`src/rtl/fetch_controller.sv`:
```
// rtl/fetch_controller.sv - instruction fetch sequencer with PC, one-entry output buffer, redirect/halt/fault handling
module fetch_controller #(
   parameter logic [31:0] RESET_PC  = 32'h0000_0000,
   parameter int unsigned MEM_WORDS = 256
) (
   input  logic        clk,
   input  logic        rst,
   input  logic        start,
   output logic [31:0] imem_addr,
   input  logic [31:0] imem_instr,
   output logic        out_valid,
   input  logic        out_ready,
   output logic [31:0] out_instr,
   output logic [31:0] out_pc,
   input  logic        redirect_valid,
   input  logic [31:0] redirect_pc,
   input  logic        halt_req,
   output logic        busy,
   output logic        halted,
   output logic        fault,
   output logic [31:0] fetch_count
);

   // First byte address past the end of instruction memory.
   localparam logic [31:0] PC_LIMIT = 32'(MEM_WORDS * 4);

   typedef enum logic [1:0] {
      ST_IDLE  = 2'd0,
      ST_RUN   = 2'd1,
      ST_HALT  = 2'd2,
      ST_FAULT = 2'd3
   } state_t;

   state_t      state;
   state_t      state_n;
   logic [31:0] pc;
   logic [31:0] pc_n;
   logic        out_valid_n;
   logic        capture;
   logic        accept;
   logic        buf_free;
   logic        redirect_bad;

   assign accept       = out_valid & out_ready;
   assign buf_free     = ~out_valid | accept;
   assign redirect_bad = (redirect_pc[1:0] != 2'b00) || (redirect_pc >= PC_LIMIT);

   assign imem_addr = pc;
   assign busy      = (state == ST_RUN);
   assign halted    = (state == ST_HALT);
   assign fault     = (state == ST_FAULT);

   // State and PC registers.
   always_ff @(posedge clk or posedge rst) begin
      if (rst) begin
         state <= ST_IDLE;
         pc    <= RESET_PC;
      end else begin
         state <= state_n;
         pc    <= pc_n;
      end
   end

   // Next state, next PC, capture decision and buffer-valid update.
   always_comb begin
      state_n     = state;
      pc_n        = pc;
      capture     = 1'b0;
      out_valid_n = accept ? 1'b0 : out_valid;
      case (state)
         ST_IDLE, ST_HALT: begin
            if (start) state_n = ST_RUN;
         end
         ST_RUN: begin
            if (redirect_valid) begin
               // Redirect flushes the buffer and wins over everything else.
               out_valid_n = 1'b0;
               pc_n        = redirect_pc;
               if (redirect_bad)  state_n = ST_FAULT;
               else if (halt_req) state_n = ST_HALT;
            end else if (halt_req) begin
               state_n = ST_HALT;
            end else if (buf_free) begin
               if (pc >= PC_LIMIT) begin
                  state_n = ST_FAULT;
               end else begin
                  capture     = 1'b1;
                  out_valid_n = 1'b1;
                  pc_n        = pc + 32'd4;
               end
            end
         end
         default: ;
      endcase
   end

   // Output buffer and handshake counter.
   always_ff @(posedge clk or posedge rst) begin
      if (rst) begin
         out_valid   <= 1'b0;
         out_instr   <= 32'd0;
         out_pc      <= 32'd0;
         fetch_count <= 32'd0;
      end else begin
         out_valid <= out_valid_n;
         if (capture) begin
            out_instr <= imem_instr;
            out_pc    <= pc;
         end
         if (accept) fetch_count <= fetch_count + 32'd1;
      end
   end

endmodule

```
`config.mk`:
```
export PLATFORM = sky130hd
export DESIGN_NAME = fetch_controller
export DESIGN_NICKNAME = d
export VERILOG_FILES = /design/src/rtl/fetch_controller.sv
export SDC_FILE = /design/constraint.sdc
export NUM_CORES = 1
export LEC_CHECK = 0
export BUFFER_PORTS_ARGS = -buffer_cell sky130_fd_sc_hd__buf_2
export CAP_MARGIN = 20
export CORE_ASPECT_RATIO = 0.8
export CORE_MARGIN = 1.5
export CORE_UTILIZATION = 25
export DETAILED_ROUTE_END_ITERATION = 12
export SLEW_MARGIN = 10
export SYNTH_ARGS = -nofsm -noshare
export SYNTH_HDL_FRONTEND = slang
export SYNTH_SLANG_ARGS = --single-unit
```
`constraint.sdc`:
```
create_clock -name clk -period 10.6 [get_ports clk]
set_input_delay 0.53 -clock clk [delete_from_list [all_inputs] [get_ports clk]]
set_output_delay 0.53 -clock clk [all_outputs]
set_load 0.005 [all_outputs]
```
**Word level (Yosys, flattened, before mapping)**

Cells that the tools add are included.

- Register bits after elaboration: 131
- Input port bits: 70
- Output and inout port bits: 132

- Mux-type cells: 23
- $lt $le $gt $ge: 2
- Eq/ne operators: 9
- $add $sub $neg: 2
- Bitwise operators: 3
- Reduce and logical (&&, ||, !) cells: 8

Operators by type and width:

| operator | count |
|---|---|
| two-way mux 32 bit | 4 |
| >= comparator 32 x 11 -> 1 bit, second input constant | 2 |
| adder 32 x 1 -> 32 bit, second input constant | 1 |
| adder 32 x 3 -> 32 bit, second input constant | 1 |
| two-way mux 2 bit | 7 |
| != test 4 x 3 -> 1 bit, second input constant | 3 |
| two-way mux 1 bit | 11 |
| != test 2 bit, second input constant | 3 |
| nonzero test 2 bit | 3 |
| AND reduction 5 bit | 1 |
| == test 2 bit, second input constant | 2 |
| case mux 2 bit (2 select lines) | 1 |
| AND reduction 4 bit | 1 |
| == test 2 x 1 -> 1 bit, second input constant | 1 |
| logical NOT 2 bit | 1 |
| OR reduction 2 bit | 1 |
| AND 1 bit | 1 |
| logical OR 1 bit | 1 |
| NOT 1 bit | 1 |
| OR 1 bit | 1 |

**Depth between registers and ports, before layout**

- Depth after elaboration: 7
- Mapped depth: 7

**Worst setup path before layout**

Ideal clock, no wire load.

- Path kind: input port to flip-flop
- Start: in redirect_valid
- End: reg out_instr[0]
- Arrival time: 2.051 ns
- Path buffers: 3
- Path slack: 8.424 ns
- Stages: 6
- Cell sequence: clkbuf_1 -> or3_1 -> or4_1 -> buf_4 -> buf_6 -> mux2_4

- Word-level cells in the longest chain between the ends: 2

Ends and longest elaborated chain:

| item | RTL line | RTL |
|---|---|---|
| from (decl) | 15 | `input logic redirect_valid,` |
| two-way mux 1 bit | 75 | `if (redirect_valid) begin` |
| two-way mux 1 bit | 70 | `case (state)` |
| to (signal assigned) | 107 | `out_instr <= imem_instr;` |
| to (decl) | 13 | `output logic [31:0] out_instr,` |

Every way passes these cells.
A chain may end at the register's enable or synchronous reset.

**Final worst setup path**

- Start: reg pc[14] (netlist: imem_addr[14])
- End: reg out_instr[28]

- Word-level cells in the longest chain between the ends: 6

Ends and longest elaborated chain:

| item | RTL line | RTL |
|---|---|---|
| from (decl) | 36 | `logic [31:0] pc;` |
| from (signal assigned) | 60 | `pc <= pc_n;` |
| >= comparator 32 x 11 -> 1 bit | 84 | `if (pc >= PC_LIMIT) begin` |
| two-way mux 1 bit | 84 |  |
| two-way mux 1 bit | 83 | `end else if (buf_free) begin` |
| two-way mux 1 bit | 81 | `end else if (halt_req) begin` |
| two-way mux 1 bit | 75 |  |
| two-way mux 1 bit | 70 |  |

Every way passes these cells.

==> flow_summary.ini <==
[floorplan]
core_mm2 = 0.0224
die_y_um = 138
dieArea_mm2 = 0.0236
rows = 49
start_util_pct = 25.3
die_w_um = 171
pin_count = 202

[sta]
worstMarginPinSlew_ps = 859
finClkSkew_ps = 11.2
hold_viol_final = 0
finalMaxSlewViolations = 0
slew-limit-headroom_pct = 42.6
setup_tns_ps = 0
min_period_ps = 2570
min_period_over_period_pct = 24.3
finalSetupViolCount = 0
grt_setup_unrepaired = no
clock.fmax_mhz = 388
layout_setup_ws_ps = 8030

[routing]
wl_per_cell_um = 16.1
drt-total-wl_um = 16300
drtPass1Iterations = 5
vias = 4443
vias_per_cell = 4.40
route.detailed.drc = 0
initialDrtViolationCount = 247
ant_nets = 0

[cts]
clock-root-buffer = clkbuf_16
postCtsSetupRepairBufs = 0
clkSlewWorstSetupHoldPaths_ps = 60
cts_tree = yes
htree_levels = 4
cts_buffers = 17
cts-hold-fix-buffers = 0
insertion_delay_ps = 420
clock_path_buffers = 2
cts_resized = 0
cts_num_sinks = 131

[yosys]
post_synth.cell_area_avg_um2 = 11.7
yosysWarnings = 0
syn-cell-area_mm2 = 0.00566
synth_most_common_cell = dfrtp_1
synth_cell_types = 45
synth_common_cells = 131 x dfrtp_1, 74 x nand2_1, 38 x mux2_4
netlist_instances = 483
synth-seq-cells = 131
synthesis.nets = 556
synth_top_area_share_pct = 57.9
synth_edf_count = 0
ys_async_sr_fraction_pct = 100
yosysTopAreaCell = dfrtp_1
ys.flop_type = dfrtp_1
synth.area.top_cells = dfrtp_1 58%, mux2_4 10%, nand2_1 4.9%, xnor2_1 4.0%, and2_1 2.5%
ys_seq_area_share_pct = 57.9

[grt]
gr-total-overflow = 0
grt_max_degree = 76
track_usage_pct = 14.2
grt_pass1_vias = 4288
grt_pass1_wl_um = 24900
antenna_found_initial = 0

[placed_design]
post-place-cells = 976
hpwl_um = 11700
place.port_buffers = 201
gp_congestion = 0.837
pre_cts_ws_ps = 7800

[worst_setup_path]
critical_path.cell_chain = nor4_2 -> nand2_1 -> or4_4 -> buf_16 -> mux2_4
start_kind = flip-flop
startpoint = imem_addr[14]
cp_data_required_time_ps = 10900
crit_arrival_ps = 2870
r2r_cells = 5
r2r-end = out_instr[28]
path_class = flip-flop to flip-flop
worstPathMaxFanout = 44
crit_path_top_delay_cell = or4_4
max_stage_delay_ps = 770
cp-end-kind = flip-flop
r2r-start = imem_addr[14]
reg2reg_slack_ps = 8030
crit_path_end = out_instr[28]

[cells_and_area]
fin_cells = 1010
area_growth_syn_to_layout_pct = 34.4
antennaDiodeCount = 0
final_nets = 764
drive_above_1_share_pct = 40.1
final_util_pct = 34.0

[run_status]
status = finished, final reports clean

[power]
irDropWorstVdd_mv = 0.0959
p_leak_nw = 4.00
cellPowerDensity_mw_per_mm2 = 162
power_mw = 1.23

[hold_path]
hp-class = input port to asynchronous set/reset pin

[job]
cap_violations = 0
sequential cells by signal (all words and copies together) (netlist names):
name and cells:
fetch_count 32, imem_addr 32, out_instr 32, out_pc 32
state 2, out_valid 1
final cells by class:
class,instances,area (um^2)
Fill cell,2285,14800
Timing Repair Buffer,205,1060
Sequential cell,131,3280
Multi-Input combinational cell,327,2260
Clock buffer,18,429
Tap cell,306,383
Inverter,9,38.8
Clock inverter,14,154
metrics by stage:
stage                     cell area [um^2]  hold WS, ps
after floorplan                       5660          468
after global placement                6980          459
after detailed placement              6980          460
after CTS                             7570          258
after global routing                  7610          284
final                                 7610          241
how the worst min path moves through the flow:
stage,start,endpoint,slack [ps],cells past startpoint
2_1_floorplan,fetch_count[31],fetch_count[31],470,1
3_3_place_gp,fetch_count[31],fetch_count[31],460,1
3_5_place_dp,fetch_count[31],fetch_count[31],460,1
4_1_cts,rst,fetch_count[12],260,2
5_1_grt,rst,fetch_count[30],280,2
6_report,rst,fetch_count[31],240,2
routing by layer:
| layer | track usage, % | vias to the layer above | share of wire [%] |
|---|---|---|---|
| met5 | 0 | - | 0 |
| met4 | 4.00 | 0 | 1.0 |
| met3 | 6.35 | 12 | 8.9 |
| met2 | 21.0 | 180 | 43 |
| met1 | 18.5 | 2131 | 47 |
| li1 | - | 2120 | - |
cell families after synthesis:
family          count (synthesis)  synth area share [%]
compound gates                 51                  5.48
xor+xnor                       31                  4.80
fa+ha+maj                       3                 0.663
buf+inv                        25                  2.25
flops                         131                  57.9
mux                            40                  10.5
simple gates                  202                  18.5
critical path, delay by kind of cell, from the launching register on:
| kind | cells | cell delay [ps] |
|---|---|---|
| buf+inv | 1 | 290 |
| flops | 1 | 410 |
| mux | 1 | 340 |
| simple gates | 3 | 1360 |
where the power goes:
part,switching [mW],leakage (nW),internal [mW]
clock network,0.243,0.277,0.349
registers,0.0252,1.74,0.520
logic,0.0489,1.98,0.0424
layout by cell type, fill, tap and decap left out, types with 3 or more instances in the layout:
| cell | Yosys | routed |
|---|---|---|
| clkinvlp_4 | 0 | 3 |
| o21ai_0 | 15 | 15 |
| and4_1 | 5 | 5 |
| and2_1 | 23 | 23 |
| nor4_1 | 14 | 14 |
| ha_1 | 3 | 3 |
| buf_2 | 0 | 201 |
| nand3_1 | 23 | 23 |
| a21oi_1 | 15 | 15 |
| nor3_1 | 7 | 7 |
| dfrtp_1 | 131 | 131 |
| clkinv_4 | 0 | 4 |
| o22ai_1 | 4 | 4 |
| a211oi_1 | 3 | 3 |
| inv_6 | 0 | 4 |
| clkbuf_16 | 0 | 17 |
| nor2_1 | 20 | 19 |
| nand2_1 | 74 | 74 |
| inv_1 | 8 | 7 |
| xor2_1 | 5 | 5 |
| xnor2_1 | 26 | 26 |
| nor2b_1 | 3 | 3 |
| mux2_4 | 38 | 38 |
| nand4_1 | 14 | 14 |
| nand2b_1 | 3 | 3 |
| and3_1 | 5 | 5 |
No activity file was read; power rests on OpenSTA's default activity.
